**config.mk**
```make
export PLATFORM = sky130hd
export DESIGN_NAME = weight_loader
export DESIGN_NICKNAME = d
export VERILOG_FILES = /design/src/rtl/weight_loader.sv
export SDC_FILE = /design/constraint.sdc
export NUM_CORES = 1
export LEC_CHECK = 0
export ABC_CLOCK_PERIOD_IN_PS = 2100
export CAP_MARGIN = 20
export CELL_PAD_IN_SITES_DETAIL_PLACEMENT = 1
export CELL_PAD_IN_SITES_GLOBAL_PLACEMENT = 1
export CORE_ASPECT_RATIO = 1.4
export CORE_MARGIN = 5
export CORE_UTILIZATION = 34
export DETAILED_ROUTE_END_ITERATION = 12
export PLACE_DENSITY = 0.84
export SKIP_CTS_REPAIR_TIMING = 1
export SYNTH_ARGS = -nofsm -noshare
export SYNTH_HDL_FRONTEND = slang
export SYNTH_SLANG_ARGS = --single-unit
export TNS_END_PERCENT = 1
```
**constraint.sdc**
```tcl
create_clock -name clk -period 2.1 [get_ports clk]
set_input_delay 0.315 -clock clk [delete_from_list [all_inputs] [get_ports clk]]
set_output_delay 0.315 -clock clk [all_outputs]
set_load 0.005 [all_outputs]
```
**src/rtl/weight_loader.sv**
```systemverilog
// Packs narrow host beats little-endian into weight words and writes them to the linear layer's weight port.
// One write per word, one cycle after the completing beat. No stall toward the consumer; s_ready is simply "in PACK".
module weight_loader #(
  parameter int          pIN_WIDTH          = 32,
  parameter int          pWEIGHT_DATA_WIDTH = 64,
  parameter int          pNUM_WORDS         = 160,
  parameter logic [31:0] pWEIGHT_BASE_ADDR  = 32'h0
) (
  input  logic                          clk,
  input  logic                          rst,
  input  logic                          start,
  input  logic                          s_valid,
  input  logic [pIN_WIDTH-1:0]          s_data,
  input  logic                          s_last,
  output logic                          s_ready,
  output logic                          load_weight,
  output logic [31:0]                   weight_addr,
  output logic [pWEIGHT_DATA_WIDTH-1:0] weight_data,
  output logic                          busy,
  output logic                          done,
  output logic                          error
);

  localparam int BEATS = pWEIGHT_DATA_WIDTH / pIN_WIDTH;
  localparam int BW    = (BEATS > 1) ? $clog2(BEATS) : 1;
  localparam int WW    = (pNUM_WORDS > 1) ? $clog2(pNUM_WORDS) : 1;
  localparam logic [BW-1:0] BEAT_LAST = BW'(BEATS - 1);
  localparam logic [WW-1:0] WORD_LAST = WW'(pNUM_WORDS - 1);

  typedef enum logic [1:0] {IDLE, PACK, FLUSH} state_e;

  state_e                        state_q, state_d;
  logic [BW-1:0]                 beat_q, beat_d;
  logic [WW-1:0]                 word_q, word_d;
  logic [pWEIGHT_DATA_WIDTH-1:0] pack_q, pack_d;
  logic [pWEIGHT_DATA_WIDTH-1:0] data_q, data_d;
  logic [31:0]                   addr_q, addr_d;
  logic                          load_q, load_d;
  logic                          done_q, done_d;
  logic                          error_q, error_d;

  logic accept, last_beat, last_word;

  assign accept    = s_valid && (state_q == PACK);
  assign last_beat = (beat_q == BEAT_LAST);
  assign last_word = (word_q == WORD_LAST);

  always_ff @(posedge clk) begin
    if (rst) begin
      state_q <= IDLE;
      beat_q  <= '0;
      word_q  <= '0;
      pack_q  <= '0;
      data_q  <= '0;
      addr_q  <= '0;
      load_q  <= 1'b0;
      done_q  <= 1'b0;
      error_q <= 1'b0;
    end else begin
      state_q <= state_d;
      beat_q  <= beat_d;
      word_q  <= word_d;
      pack_q  <= pack_d;
      data_q  <= data_d;
      addr_q  <= addr_d;
      load_q  <= load_d;
      done_q  <= done_d;
      error_q <= error_d;
    end
  end

  always_comb begin
    state_d = state_q;
    beat_d  = beat_q;
    word_d  = word_q;
    pack_d  = pack_q;
    data_d  = data_q;
    addr_d  = addr_q;
    load_d  = 1'b0;
    done_d  = 1'b0;
    error_d = error_q;
    case (state_q)
      IDLE: begin
        if (start) begin
          state_d = PACK;
          beat_d  = '0;
          word_d  = '0;
          error_d = 1'b0;
        end
      end
      PACK: begin
        if (accept) begin
          for (int j = 0; j < BEATS; j++) begin
            if (beat_q == BW'(j)) pack_d[j*pIN_WIDTH +: pIN_WIDTH] = s_data;
          end
          // Early s_last: drop the partial word and abort without a done pulse.
          if (s_last && !(last_beat && last_word)) begin
            error_d = 1'b1;
            state_d = IDLE;
            beat_d  = '0;
            word_d  = '0;
          end else if (last_beat) begin
            load_d = 1'b1;
            data_d = pack_d;
            addr_d = pWEIGHT_BASE_ADDR + 32'(word_q);
            beat_d = '0;
            if (last_word) begin
              state_d = FLUSH;
              done_d  = 1'b1;
              word_d  = '0;
              if (!s_last) error_d = 1'b1;
            end else begin
              word_d = word_q + 1'b1;
            end
          end else begin
            beat_d = beat_q + 1'b1;
          end
        end
      end
      FLUSH:   state_d = IDLE;
      default: state_d = IDLE;
    endcase
  end

  always_comb begin
    s_ready = (state_q == PACK);
    busy    = (state_q != IDLE);
  end

  assign load_weight = load_q;
  assign weight_addr = addr_q;
  assign weight_data = data_q;
  assign done        = done_q;
  assign error       = error_q;

endmodule
```
# Yosys cells after proc, flatten, opt, wreduce, memory -nomap -nowiden
# Cells that the tools add are included.
[word_totals]
mem_bits_rw = 0
wordCells = 64
latchBits = 0
mem_count = 0
register_bits = 150
in_bits = 37
out_inout_bits = 101
romBits = 0
[op_classes]
reduce_logical = 15
n_eq_ne = 7
n_div = 0
order_cmp = 0
bitwise = 4
muxes = 27
n_mul = 0
addsub = 2
n_shift = 0
[op_table]
columns = ["op", "n"]
rows = [
  ["$mux 32", 2],
  ["$mux 8", 5],
  ["$pmux 8 s2", 1],
  ["$reduce_and 4->1", 3],
  ["$mux 1", 11],
  ["$mux 2", 5],
  ["$add 8x1->8 const B", 1],
  ["$eq 8x8->1 const B", 1],
  ["$ne 3x1->1 const B", 2],
  ["$reduce_and 6->1", 1],
  ["$reduce_or 5->1", 1],
  ["$not 1->1", 4],
  ["$pmux 1 s2", 2],
  ["$pmux 2 s2", 1],
  ["$reduce_bool 2->1", 2],
  ["$reduce_or 4->1", 1],
  ["$logic_and 1x1->1", 3],
  ["$ne 3x2->1 const B", 1],
  ["$reduce_and 3->1", 1],
  ["$eq 2x1->1 const B", 1],
  ["$logic_not 2->1", 1],
  ["$ne 2x1->1 const B", 1],
  ["$ne 2x2->1 const B", 1],
  ["$reduce_and 2->1", 1],
  ["2 further kinds", 2],
]

# Longest topological paths before layout
# Gate-level depths: netlist of run 1.
[depth]
word_depth = 7
mapped_depth = 8
mapped_depth_nobuf = 5

# Worst setup path before layout of run 1
# No wires, ideal clock.
[synth_timing]
path_type = "flip-flop to flip-flop"
startpoint = "reg word_q[0]"
endpoint = "reg data_q[11], in the netlist weight_data[11]"
period_less_slack_ns = 1.662
arrival_time_ns = 1.592
setup_slack_ns = 0.438
stages_incl_launch_ff = 7
setup_ns = 0.070
t_required_ns = 2.030
path_buffers = 1
cell_sequence = "dfxtp_1 ha_1 nand4bb_2 o21ai_2 buf_6 nand3_1 a21oi_1"
[synth_via]
elab_chain_len = 6
[synth_lines]
columns = ["item", "line", "source"]
rows = [
  ["start: declaration", "34", "logic [WW-1:0] word_q, word_d;"],
  ["start signal: assignment", "62", "word_q <= word_d;"],
  ["$eq 8x8->1", "46", "assign last_word = (word_q == WORD_LAST);"],
  ["$logic_and 1x1->1", "97", "if (s_last && !(last_beat && last_word)) begin"],
  ["$logic_not 1->1", "97", ""],
  ["$logic_and 1x1->1", "97", ""],
  ["$not 1->1 (no line)", "--", ""],
  ["$reduce_and 4->1 (no line)", "--", ""],
  ["end signal: assignment", "64", "data_q <= data_d;"],
  ["end: declaration", "36", "logic [pWEIGHT_DATA_WIDTH-1:0] data_q, data_d;"],
]
# Every way passes these cells.
# A chain may end at the register's enable or synchronous reset.

# Worst setup path after layout of run 1
[layout_timing]
startpoint = "reg state_q[0]"
endpoint = "out s_ready"
[layout_via]
elab_chain_len = 1
[layout_lines]
columns = ["item", "line", "source"]
rows = [
  ["start: declaration", "32", "state_e state_q, state_d;"],
  ["start signal: assignment", "60", "state_q <= state_d;"],
  ["$eq 2x1->1", "126", "s_ready = (state_q == PACK);"],
  ["end: declaration", "15", "output logic s_ready,"],
]
# Every way passes these cells.

==> flow_results.org, run 1 <==
** Drt
- The pre-antenna-repair detailed-routing pass consisted of 4 iterations.
- Remaining DRCs :: 0
- Count of vias placed by the detailed router :: 4595
- Final wirelength :: 15660 µm
- Vias per std cell :: 5.251
- Antenna-violating nets left :: 0
- Initial DRC Count :: 151
- Wirelength per Cell :: approximately 18 µm

** Logic synthesis
- The synthesized netlist contains 39 unique library cells.
- The average instance in the mapped netlist occupies 8.230 µm².
- Synthesis handed over a netlist of 585 instances.
- Register area share after synthesis :: 49.06%
- Number of synthesized register bits :: roughly 120
- Cell area after technology mapping :: 0.004815 mm²
- Yosys mapped a number of flops with a built-in enable equal to 0.
- FFs w/ async S/R, synth :: 0%
- Most common flop cell mapped by yosys :: dfxtp_1
- The Yosys step of the flow raised 0 warnings.

** Global routing
- GRT Resource Usage Total :: 18.67%
- Total congestion overflow :: 0
- Entering global routing, the biggest net connects 75 pins.
- Wire length of the first global-routing pass :: 25300 µm
- Number of global-route vias before repair :: 4988
- Antenna violations before repair :: 0

** Pwr
- The design draws between 5000 and 6000 µW.
- Reported leakage power :: 0.002206 µW
- Largest voltage drop on the vdd net :: around 0.53 mV
- For this design the ratio of total power to cell area is 850.8 mW/mm².

** Setup path
- Launch point of the critical path :: state_q[0]$_SDFFE_PP0P_
- Required @ worst endpoint :: ~1.8 ns
- Data on the critical path arrives at its endpoint at 1.70 ns.
- In this run the worst path has a maximum fanout of 8.
- The setup path with the least slack is of type reg -> out.
- Kind of start point of the critical path :: flop
- Critical path capture point type :: output pin
- The startpoint identified for the worst register-to-register timing path is beat_q$_SDFFE_PP0P_.

** CTS
- Clock latency on the worst-skew pair, taken at its later pin, is 0.41 ns.
- The tree is rooted in a clkbuf_16.
- CTS tree :: yes
- The number of clock buffers added by TritonCTS is 17.
- # H-tree levels :: 4
- TritonCTS Sinks :: 118
- No sink is reached through more buffers than the 2 on the longest clock path.
- After clock tree synthesis, the clock-pin slew on the worst setup and hold paths is 0.06 ns.

** Timing
- The number of pins exceeding their max-slew limit in the final report came to 0.
- Final worst-path cycle share :: 95.86%
- Tmin final :: 2.013 ns
- After layout, the worst setup slack is 0.08689 ns.
- At the pin with the least slew margin, the transition time is roughly 0.64 ns.
- Setup repair after global routing left no endpoint under its margin.
- Across the routed clock network, the largest skew measured is 0.009607 ns.
- Maximum frequency from static timing analysis :: between 400 and 500 MHz
- Setup violations remaining at the end of the flow were counted as 0.
- Count of final hold-check violations :: 0
- The tightest hold path in the finished design has a slack of 0.4157 ns.
- Worst slew margin :: 57.24%

** Place
- Pre-CTS setup slack :: -0.02052 ns
- DP HPWL :: 10230 µm
- I/O Buffers :: 113
- GPL Wtd Cong :: around 0.83

** Finish
- The post-route netlist has 9.275% of its cells at a drive strength greater than 1.
- At the end of the flow the core is filled with cells to roughly 48%.
- Most common cell after layout, fill and taps aside :: dfxtp_1
- In the layout the commonest cells are 117 x dfxtp_1, 112 x clkdlybuf4s50_1, 110 x a21oi_1.
- Area growth, synth to finish :: 37.86%
- At the end of the flow, the number of nets in the layout was 715.
- The number of antenna diodes in the final layout is 0.

** Run status
- Outcome :: complete, no violations

** Floorplanning
- Measured along the y axis, the die boundary spans 150.8 µm.
- I/O pin cnt :: 138
- The region available for standard cell placement spans 0.01391 mm².
- The floorplan step set the die width to 110.6 µm.
- Die area :: 0.01667 mm²
- Starting Density :: 34.61%
- The floorplan has 51 rows.

** Min path
- The tightest min-delay check is of the in -> reg type.
- The worst hold path begins at rst.

** Job
- Max-cap violations in this run came to 0.
==> kinds of logic after synthesis <==
| group | after synthesis | share of synthesized area [%] |
|---|---|---|
| buf+inv | 84 | 10.27 |
| flops | 118 | 49.06 |
| mux | 1 | 0.2079 |
| compound gates | 199 | 21.73 |
| other cells | 1 | 0.07789 |
| fa+ha+maj | 1 | 0.2598 |
| xor+xnor | 4 | 0.7276 |
| simple gates | 177 | 17.67 |
==> registers in the layout, indices dropped and copies added, names as in the netlist <==
register     flops
beat_q           1
load_weight      1
weight_addr      8
error            1
state_q          2
weight_data     64
done             1
pack_q          32
word_q           8
==> stage by stage <==
stage                     area (µm²)  setup TNS [ns]  instances
after floorplan                 4901               0        608
after global routing            6638               0        875
final                           6638               0        875
after detailed placement        6013        -0.02052        843
after CTS                       6631        -0.05812        875
after global placement          6013               0        843
==> per-layer routing <==
metal | part of all wire [%] | GRT usage, %
met1 | 39 | 19.37
met5 | 0 | 0
met4 | 3.3 | 9.612
met3 | 3.3 | 3.477
met2 | 55 | 35.69
==> report_power, final <==
part	switching (µW)	internal, µW	leakage [µW]
registers	23.8	2270	0.000953
clock network	1050	1960	0.000292
logic	203	139	0.000960
total	1270	4370	0.00221
==> final cells by class <==
type / count / area, µm²
Clock buffer: 21 / 470.5
Clock inverter: 11 / 147.6
Fill cell: 1672 / 7273
Inverter: 3 / 11.26
Multi-Input combinational cell: 406 / 2074
Sequential cell: 118 / 2364
Tap cell: 185 / 231.5
Timing Repair Buffer: 131 / 1339
==> worst paths after layout <==
| check | to | slack, ns | cells past startpoint |
|---|---|---|---|
| worst max-delay path | s_ready | 0.09 | 3 |
| worst min-delay path | beat_q$_SDFFE_PP0P_ | 0.42 | 2 |
| worst max register to register | weight_data[49]$_SDFFE_PP0P_ | 0.11 | 5 |
| worst min register to register | pack_q[24]$_SDFFE_PP0P_ | 0.45 | 2 |
==> worst max-delay path, stage by stage, from the launching register on <==
cell,delay (ns)
dfxtp_1,0.48
nand2b_1,0.15
inv_2,0.14
clkdlybuf4s50_1,0.52
==> synth_stat cells, types with 2 or more instances <==
library cell,number,share of area (%)
nand3_1,77,8.0
xnor2_1,4,0.73
a31oi_1,3,0.39
clkbuf_1,38,3.0
a21o_1,2,0.31
dfxtp_1,118,49
buf_6,10,2.3
inv_1,2,0.16
a211oi_1,3,0.47
buf_4,25,3.9
buf_2,8,0.83
nand3b_1,2,0.31
a21oi_1,110,11
nor3_1,5,0.52
nand2_1,70,5.5
nor2_1,7,0.55
o31ai_1,2,0.31
nand2b_1,3,0.39
o21ai_0,73,7.6
nand4_1,4,0.52
Note: power is estimated with default switching activity, not from simulation.
==> run 2, diff against run 1 <==
- ABC_CLOCK_PERIOD_IN_PS: 2100 -> 1900
- CORE_UTILIZATION: 34 -> 35
- CTS_BUF_LIST: unset -> sky130_fd_sc_hd__clkbuf_2 sky130_fd_sc_hd__clkbuf_4 sky130_fd_sc_hd__clkbuf_8
- PLACE_DENSITY: 0.84 -> 0.86
- REMOVE_ABC_BUFFERS: unset -> 1
- clock period: 2.1 -> 1.9 ns (I/O delays scaled with it)
==> flow_results.org, run 2 (synthesized netlist as in run 1, its figures left out) <==
** Drt
- Initial DRC Count :: 183
- Antenna-violating nets left :: 0
- Final wirelength :: 15440 µm
- Number of iterations in the first detailed-routing pass :: 4
- Remaining DRCs :: 0
- Vias per std cell :: 5.327
- Dividing the detail-routed wire length by the instance count gives approximately 18 µm.
- Count of vias placed by the detailed router :: 4698

** Pwr
- Reg power frac :: between 40% and 50%
- IR analysis of the VDD net gives a maximum drop of slightly below 0.4 mV.
- Ratio of total power to cell area :: 856.2 mW/mm²
- The internal power of the cells totals 4345 µW.
- Summed over all cells, the static leakage comes to ~0.0022 µW.
- Switching power share of the total :: between 20% and 30%
- Per report_power, the clock group accounts for about half of the total.
- Of the total power, combinational logic draws 7.2%.
- Summed over all nets, the switching power comes to 1308 µW.

** Floorplanning
- Floorplan core area :: around 0.013 mm²
- In this run the count of I/O pins placed on the die edge is 138.
- Number of standard-cell rows in the floorplan :: 50
- Starting Density :: 35.80%
- Die Wd :: between 100 and 150 µm
- The die covers 0.01624 mm².
- Die outline height :: ~150 µm

** Timing
- The final hold violation count came to 0.
- Tmin final :: between 1.5 and 2 ns
- Setup violations remaining at the end of the flow were counted as 0.
- Between clock sinks in the finished design, the worst skew comes to about 0.015 ns.
- Setup repair after global routing could not meet its margin everywhere.
- Post-layout worst setup margin :: 0.03150 ns
- The number of pins exceeding their max-slew limit in the final report was 0.
- For this run, the top clock speed supported by timing is 535.2 MHz.
- Setup tns final :: 0 ns
- Final worst-path cycle share :: a little over nine tenths

** Global routing
- Total congestion overflow :: 0
- Antenna violations before repair :: 0
- Entering global routing, the biggest net connects between 70 and 80 pins.
- The via count of the first global-routing pass came to 4934.
- GRT Resource Usage Total :: 19.15%
- Wire length of the first global-routing pass :: roughly 25000 µm

** CTS
- # H-tree levels :: 4
- CTS tree :: yes
- The tree is rooted in a clkbuf_8.
- Worst-case clock buffer depth :: 2
- Clock input transition at the sequential cells of the worst setup and hold paths :: around 0.070 ns
- Clock tree synthesis inserted a total of 17 buffers.
- The clock reaches the later pin of the worst-skew pair after about 0.44 ns.
- TritonCTS Sinks :: 118

** Setup path
- Reg2Reg Setup Slack :: 0.03 ns
- Required @ worst endpoint :: 2.25 ns
- Crit Path Category :: reg -> reg
- Kind of start point of the critical path :: flop
- Depth of the most critical reg-to-reg path :: 6
- Data arrives at the worst endpoint at 2.22 ns.
- FF-to-FF Start :: word_q[0]$_SDFFE_PP0P_
- Critical path capture point type :: flop
- Biggest fanout along the worst timing path :: between 60 and 70
- R2r endpoint :: weight_data[3]$_SDFFE_PP0P_

** Finish
- 0 antenna diodes ended up in the layout.
- Layout cells sized above 1 :: 11.00%
- Layout net count :: between 700 and 800
- Final Non-Filler Cells :: 882
- Leading cell types in the layout, fill and taps excluded :: 116 x dfxtp_1, 111 x clkdlybuf4s50_1, 110 x a21oi_1
- Number of flip-flops under the largest register name :: 64
- Area growth, synth to finish :: 37.14%
- The library cell used most frequently in the layout, excluding fill and tap cells, is dfxtp_1.

** Place
- DP HPWL :: between 10000 and 15000 µm
- OpenSTA, run right after detailed placement, puts the worst setup slack at -0.1256 ns.
- I/O Buffers :: 113
- GPL Wtd Cong :: 0.8248
- After detailed placement, the design holds a cell count of 848.

** Min path
- Hold Path Depth :: 2
- HP Class :: in -> reg
- End point of the worst hold path :: weight_data[20]$_SDFFE_PP0P_
- In this run the most critical hold path is launched from rst.

** Run status
- Outcome :: complete, no violations

** Job
- Max-cap viol count :: 0
==> run 2: routing by layer <==
metal | wire length, µm | track usage, %
met2 | 8655 | 36.10
met3 | 566 | 3.335
met5 | 0 | 0
met1 | 5839 | 20.65
met4 | 378 | 7.581
==> run 2: how the worst max path moves through the flow <==
stage,from,end
3_5_place_dp,s_valid,weight_data[46]$_SDFFE_PP0P_
4_1_cts,state_q[1]$_SDFFE_PP0P_,s_ready
2_1_floorplan,beat_q$_SDFFE_PP0P_,weight_addr[0]$_SDFFE_PP0P_
5_1_grt,word_q[0]$_SDFFE_PP0P_,weight_data[3]$_SDFFE_PP0P_
3_3_place_gp,s_valid,weight_data[4]$_SDFFE_PP0P_
6_report,word_q[0]$_SDFFE_PP0P_,weight_data[3]$_SDFFE_PP0P_
==> run 2: worst max-delay path, stage by stage (launching register included) <==
cell and delay (ns):
dfxtp_1 0.31, ha_1 0.28, and4bb_2 0.32, a21boi_4 0.19, buf_12 0.27, o21ai_0 0.15
a21oi_1 0.22
==> run 2: power groups by stage <==
stage                     registers, µW  logic (µW)  clock network [µW]
after floorplan                    2580         130                   0
after global placement             2580         382                   0
after detailed placement           2580         394                   0
after CTS                          2530         400                2760
after global routing               2530         442                2870
final                              2530         406                2720
==> run 2: area by class of cell <==
cell class                      instances  area, µm²
Fill cell                            1587       6848
Sequential cell                       118       2367
Multi-Input combinational cell        406       2082
Timing Repair Buffer                  141       1441
Clock buffer                           20      275.3
Tap cell                              182      227.7
Clock inverter                         12      197.7
Inverter                                3      11.26
==> run 2: metrics by stage <==
stage	power [µW]	hold slack [ns]	area, µm²	utilization (%)
3_5_place_dp	2979	0.4475	6095	45.31
2_1_floorplan	2712	0.3541	4418	-
6_report	5653	0.2625	6603	49.09
3_3_place_gp	2964	0.4422	6095	45.31
5_1_grt	5841	0.2750	6603	49.09
4_1_cts	5687	0.2398	6568	48.83
